<file path="config.mk">
export PLATFORM = sky130hd
export DESIGN_NAME = bcpu_pc_unit
export DESIGN_NICKNAME = d
export VERILOG_FILES = /design/src/rtl/bcpu_pkg.sv /design/src/rtl/bcpu_pc_ram.sv /design/src/rtl/bcpu_pc_unit.sv
export SDC_FILE = /design/constraint.sdc
export NUM_CORES = 1
export LEC_CHECK = 0
export CELL_PAD_IN_SITES_DETAIL_PLACEMENT = 0
export CELL_PAD_IN_SITES_GLOBAL_PLACEMENT = 2
export CORE_MARGIN = 8
export CORE_UTILIZATION = 37
export CTS_BUF_LIST = sky130_fd_sc_hd__clkbuf_8
export CTS_CLUSTER_SIZE = 24
export DETAILED_ROUTE_END_ITERATION = 8
export PLACE_DENSITY = 0.87
export SETUP_SLACK_MARGIN = 0.05
export SYNTH_ARGS = -nofsm -noshare
export SYNTH_HDL_FRONTEND = slang
export SYNTH_SLANG_ARGS = --single-unit
</file>
<file path="constraint.sdc">
create_clock -name CLK -period 6 [get_ports CLK]
set_input_delay 0.6 -clock CLK [delete_from_list [all_inputs] [get_ports CLK]]
set_output_delay 0.6 -clock CLK [all_outputs]
set_load 0.03 [all_outputs]
</file>
<file path="src/rtl/bcpu_pkg.sv">
// bcpu_pkg: shared widths, thread/address types and next-PC mode for the BCPU16 core
package bcpu_pkg;
   localparam int ADDR_W   = 10;
   localparam int THREAD_W = 2;
   typedef logic [ADDR_W-1:0]   addr_t;
   typedef logic [THREAD_W-1:0] thread_id_t;
   // Next-PC selection, shared with the instruction decoder
   typedef enum logic [1:0] {NPC_INC, NPC_JUMP, NPC_HOLD} npc_mode_t;
endpackage

</file>
<file path="src/rtl/bcpu_pc_ram.sv">
// bcpu_pc_ram: per-thread PC array, one write port and two read ports
//   clk, rst          clock, synchronous active-high reset (loads START_ADDR everywhere)
//   we, waddr, wdata  write port
//   raddr_a, rdata_a  async read port (fetch slot)
//   raddr_b, rdata_b  async read port (writeback thread)
module bcpu_pc_ram import bcpu_pkg::*; #(
   parameter int                    ADDR_WIDTH  = ADDR_W,
   parameter int                    THREAD_BITS = THREAD_W,
   parameter logic [ADDR_WIDTH-1:0] START_ADDR  = '0
) (
   input  logic                   clk,
   input  logic                   rst,
   input  logic                   we,
   input  logic [THREAD_BITS-1:0] waddr,
   input  logic [ADDR_WIDTH-1:0]  wdata,
   input  logic [THREAD_BITS-1:0] raddr_a,
   output logic [ADDR_WIDTH-1:0]  rdata_a,
   input  logic [THREAD_BITS-1:0] raddr_b,
   output logic [ADDR_WIDTH-1:0]  rdata_b
);
   logic [ADDR_WIDTH-1:0] pc [2**THREAD_BITS];
   always_ff @(posedge clk)
      if (rst) pc <= '{default: START_ADDR};
      else if (we) pc[waddr] <= wdata;
   assign rdata_a = pc[raddr_a];
   assign rdata_b = pc[raddr_b];
endmodule

</file>
<file path="src/rtl/bcpu_pc_unit.sv">
// bcpu_pc_unit: per-thread PC store and round-robin next-PC sequencer for the barrel core
//   CLK, RESET, CE          clock, sync active-high reset, clock enable
//   THREAD_EN               per-thread run mask
//   FETCH_VALID/THREAD/PC   registered fetch slot outputs
//   WB_VALID/THREAD/JUMP/STALL/TARGET  retiring instruction's next-PC request
//   RET_ADDR                pc[WB_THREAD]+1, combinational
module bcpu_pc_unit import bcpu_pkg::*; #(
   parameter int                    ADDR_WIDTH  = ADDR_W,
   parameter int                    THREAD_BITS = THREAD_W,
   parameter logic [ADDR_WIDTH-1:0] START_ADDR  = '0
) (
   input  logic                      CLK,
   input  logic                      RESET,
   input  logic                      CE,
   input  logic [2**THREAD_BITS-1:0] THREAD_EN,
   output logic                      FETCH_VALID,
   output logic [THREAD_BITS-1:0]    FETCH_THREAD,
   output logic [ADDR_WIDTH-1:0]     FETCH_PC,
   input  logic                      WB_VALID,
   input  logic [THREAD_BITS-1:0]    WB_THREAD,
   input  logic                      WB_JUMP,
   input  logic                      WB_STALL,
   input  logic [ADDR_WIDTH-1:0]     WB_TARGET,
   output logic [ADDR_WIDTH-1:0]     RET_ADDR
);
   logic [THREAD_BITS-1:0] cnt;
   logic [ADDR_WIDTH-1:0]  pc_fetch, pc_wb, wb_pc, pc_eff;
   logic                   wb_hit;
   npc_mode_t              mode;
   bcpu_pc_ram #(.ADDR_WIDTH(ADDR_WIDTH), .THREAD_BITS(THREAD_BITS), .START_ADDR(START_ADDR)) u_ram (
      .clk(CLK), .rst(RESET), .we(CE && WB_VALID), .waddr(WB_THREAD), .wdata(wb_pc),
      .raddr_a(cnt), .rdata_a(pc_fetch), .raddr_b(WB_THREAD), .rdata_b(pc_wb)
   );
   // Stall outranks jump: a WAIT that is not met must re-execute even if flagged as a jump
   always_comb begin
      mode     = WB_STALL ? NPC_HOLD : WB_JUMP ? NPC_JUMP : NPC_INC;
      wb_pc    = mode == NPC_HOLD ? pc_wb : mode == NPC_JUMP ? WB_TARGET : pc_wb + ADDR_WIDTH'(1);
      wb_hit   = WB_VALID && WB_THREAD == cnt;
      pc_eff   = wb_hit ? wb_pc : pc_fetch;
      RET_ADDR = pc_wb + ADDR_WIDTH'(1);
   end
   always_ff @(posedge CLK)
      if (RESET) begin
         cnt          <= '0;
         FETCH_VALID  <= 1'b0;
         FETCH_THREAD <= '0;
         FETCH_PC     <= START_ADDR;
      end else if (CE) begin
         cnt          <= cnt + THREAD_BITS'(1);
         FETCH_THREAD <= cnt;
         FETCH_PC     <= pc_eff;
         FETCH_VALID  <= THREAD_EN[cnt];
      end
`ifndef SYNTHESIS
   // A thread with an unretired fetch must see its writeback no later than its next slot
   logic [2**THREAD_BITS-1:0] pending, pending_nxt;
   always_comb begin
      pending_nxt = pending;
      if (WB_VALID) pending_nxt[WB_THREAD] = 1'b0;
      if (THREAD_EN[cnt]) pending_nxt[cnt] = 1'b1;
   end
   always_ff @(posedge CLK)
      if (RESET) pending <= '0;
      else if (CE) pending <= pending_nxt;
   barrel_rule: assert property (@(posedge CLK) disable iff (RESET) CE && pending[cnt] |-> wb_hit);
`endif
endmodule

</file>
==> summary.md <==
| Metric | Value |
|---|---|
| Run status | finished, final reports clean |
| First-pass GRT wire length | 13,500 µm |
| Clock slew at reported path FFs | 0.09 ns |
| Via count | approximately 2,600 |
| Die Wd | 107 µm |
| Synth Warn # | 0 |
| Most frequent CP cell | clkdlybuf4s50_1 |
| Clock Power Share | 31.4% |
| Post-synth EDFFs | 0 |
| Max-slew headroom at the worst pin | 26.5% |
| Share of the synthesized area in the top cell type | 35.9% |
| Share of post-route cells with drive strength above 1 | a little under an eighth |
| Post-CTS sizing | 0 |
| Hold-critical path endpoint | u_ram.pc[16] |
| Data arrival, critical path | 3.76 ns |
| Syn nets | 367 |
| Most common cell after layout, fill and taps aside | nand2_1 |
| Crit path launch type | input pin |
| Rows | 33 |
| Initial antenna violation count | 0 |
| Fin Clk Skew | 0.0113 ns |
| Worst skew pair latency | 0.31 ns |
| Hold crit path type | reg -> reg |
| Syn_area_per_cell | 8.92 µm² |
| Cell taking the most area after synthesis | dfxtp_1 |
| GR Overflow Total | 0 |
| Clock tree buffer depth | 2 |
| Crit-path max cell delay | 1.09 ns |
| Peak supply drop | 109 µV |
| CTS sink count | 55 |
| IO buf count | 44 |
| Starting Density | 37.7% |
| Synth Cell Area | 3070 µm² |
| WL per Instance | roughly 18 µm |
| Switching Fraction | 27.0% |
| Setup repair after global routing missed its margin | no |
| Fin cells | 475 |
| Worst hold stages | 2 |
| Sequential fraction of design power | 51.5% |
| CTS buffer count | 5 |
| # fillers | 793 |
| Instance area at placement | 3530 µm² |
| Final setup fails | 0 |
| DR WL met2 | 4270 µm |
| Async S/R FF share, synth | 0% |
| Detailed Route WL | ~8400 µm |
| CP required | 5.40 ns |
| Met3 wire len | 427 µm |
| Number of global-route vias before repair | 2,517 |
| Net count, final | between 300 and 400 |
| Post-detailed-route count of antenna-violating nets | 0 |
| Top-level I/O count | 45 |
| Core Region | 8130 µm² |
| Fin. max-slew vios | 0 |
| Cells after Synth | 344 |
| Setup tns final | 0 ns |
| R2R depth | 5 |
| Layout overhead on the synthesized area | 18.3% |
| Ant diodes | 0 |
| Commonest non-fill, non-tap cells in the layout | nand2_1 (63), dfxtp_1 (55), clkdlybuf4s50_1 (43) |
| Slowest-stage cell, CP | clkdlybuf4s50_1 |
| Crit-path cells | clkdlybuf4s50_1 -> mux4_2 -> ha_1 -> nand3_4 -> nor2_1 -> xor2_1 -> clkdlybuf4s50_1 |
| Register-to-Register Setup Slack | 3.40 ns |
| Final Wtd Congestion | roughly 0.79 |
| Leakage power | 1.23 nW |
| Total global-route track usage | 14.9% |
| WP buf/inv | 2 |
| Psw | about 0.2 mW |
| RR Startpoint | cnt[0] |
| Final non-filler cell area | 3630 µm² |
| Worst r2r dst | FETCH_PC[3] |
| Post-layout minimum cycle time | 4.36 ns |
| Clk root buf | clkbuf_8 |
| Pin count of the biggest net entering global routing | 56 |
| Ranking of synthesized cells by area | dfxtp_1 (36%), mux4_2 (15%), nand2_1 (7.7%), a21oi_1 (5.2%), nor2_1 (5.1%) |
| Crit. End Element | output port |
| CP max FO | 18 |
| DRT met1 WL | 3660 µm |
| DRT iter0 DRCs | 140 |
| P per Cell Area | 209 nW/µm² |
| Distinct cells, synth | 48 |
| Max Cap Viol | 0 |
| Register area share after synthesis | 35.9% |
| Die Ht | 107 µm |
| Hold_sp | u_ram.pc[16] |
| Ys flop type | dfxtp_1 |
| Setup CP Type | in -> out |
| Placed Cells incl. Taps | 468 |
| Highest Signal Layer | met4 |
| FF+latch count, synth | 55 |
| Internal | between 0.5 and 0.6 mW |
| Via density | 5.48 |
| Final hold violation count | 0 |
| Die ar. | 11,500 µm² |
| Worst-Margin Slew | 1.10 ns |
| Drc violations | 0 |
| Comb pwr share | between 10% and 20% |
| # hold bufs at CTS | 0 |
| DRT Pass-1 Iters | 4 |
| FMAX | 0.230 GHz |
| CTS HTree Levels | 2 |
| TritonCTS clock tree | yes |
| Cell family with most CP delay | buffers and inverters |
| Final period util | 72.6% |
| Hold_ws | 0.469 ns |
| Post-CTS Setup Repair Bufs | 0 |
| Final HPWL DP | 5830 µm |
-- area by class of cell --
class | instances | area, µm² | area share [%]
flip-flops and latches | 55 | 1100 | 30.3
repair buffers | 45 | 443 | 12.2
well taps | 105 | 131 | 3.62
clock buffers | 5 | 68.8 | 1.90
inverters | 5 | 18.8 | 0.517
multi-input cells | 258 | 1830 | 50.5
clock inverters | 2 | 33.8 | 0.930
-- registers in the layout, indices dropped and copies added, names as in the netlist --
name          count
u_ram.pc         40
FETCH_PC         10
FETCH_THREAD      2
cnt               2
FETCH_VALID       1
-- power by group through the flow --
stage / sequential [mW] / clock (mW) / combinational, mW
3_3_place_gp: 0.401 / 0 / 0.130
2_1_floorplan: 0.400 / 0 / 0.0841
3_5_place_dp: 0.401 / 0 / 0.131
6_report: 0.392 / 0.239 / 0.130
5_1_grt: 0.395 / 0.262 / 0.140
4_1_cts: 0.392 / 0.246 / 0.131
-- per-layer routing --
layer  vias to the layer above  GRT usage (%)
met4                         0           2.81
met3                         7           3.54
met1                      1254           18.7
li1                       1284              -
met5                         -              0
met2                        59           25.5
-- per-stage QoR --
stage	power, mW	utilization (%)	worst slack [ns]
2_1_floorplan	0.484	-	3.12
3_3_place_gp	0.531	43.4	1.63
3_5_place_dp	0.532	43.4	1.57
4_1_cts	0.770	44.6	1.58
5_1_grt	0.797	44.6	1.43
6_report	0.760	44.6	1.64
-- cell usage after synthesis, drive strengths merged (2+ instances only) --
cell,n
o211ai,3
nand4,2
a21oi,32
o22ai,2
a22oi,3
clkbuf,17
and2,3
nor3,9
and4,2
mux2i,9
nor2b,2
buf,9
o211a,2
or3,2
nor2,42
xnor2,8
nand2b,2
a211oi,19
nand2,63
inv,5
mux4,21
xor2,4
o21ai,5
nand3,10
dfxtp,55
-- worst register-to-register path: cells and delay by family (launching register included) --
kind                      cells  cell delay (ns)
AOI/OAI and AO/OA             3             0.69
DFF                           1             0.98
and+or+nand+nor               1             0.60
xor gates and xnor gates      1             0.22
-- logic make-up (layout without fill, tap and decap cells) --
group | Yosys count | count (layout) | share of synthesized area (%)
adder cells (fa/ha/maj) | 1 | 1 | 0.408
AO/OA/AOI/OAI | 72 | 72 | 15.5
XOR/XNOR | 12 | 12 | 3.42
buffers and inverters | 31 | 57 | 4.52
multiplexers | 30 | 30 | 18.5
flip-flops | 55 | 55 | 35.9
AND/OR/NAND/NOR | 143 | 143 | 21.8
-- worst max path at each step --
stage	to	startpoint	slack, ns	depth (start not counted)
2_1_floorplan	RET_ADDR[6]	WB_THREAD[0]	3.12	6
3_3_place_gp	RET_ADDR[6]	WB_THREAD[0]	1.63	7
3_5_place_dp	RET_ADDR[6]	WB_THREAD[0]	1.57	7
4_1_cts	RET_ADDR[6]	WB_THREAD[0]	1.58	7
5_1_grt	RET_ADDR[8]	WB_THREAD[0]	1.43	7
6_report	RET_ADDR[6]	WB_THREAD[0]	1.64	7
Power figures use the tool's default switching activity.
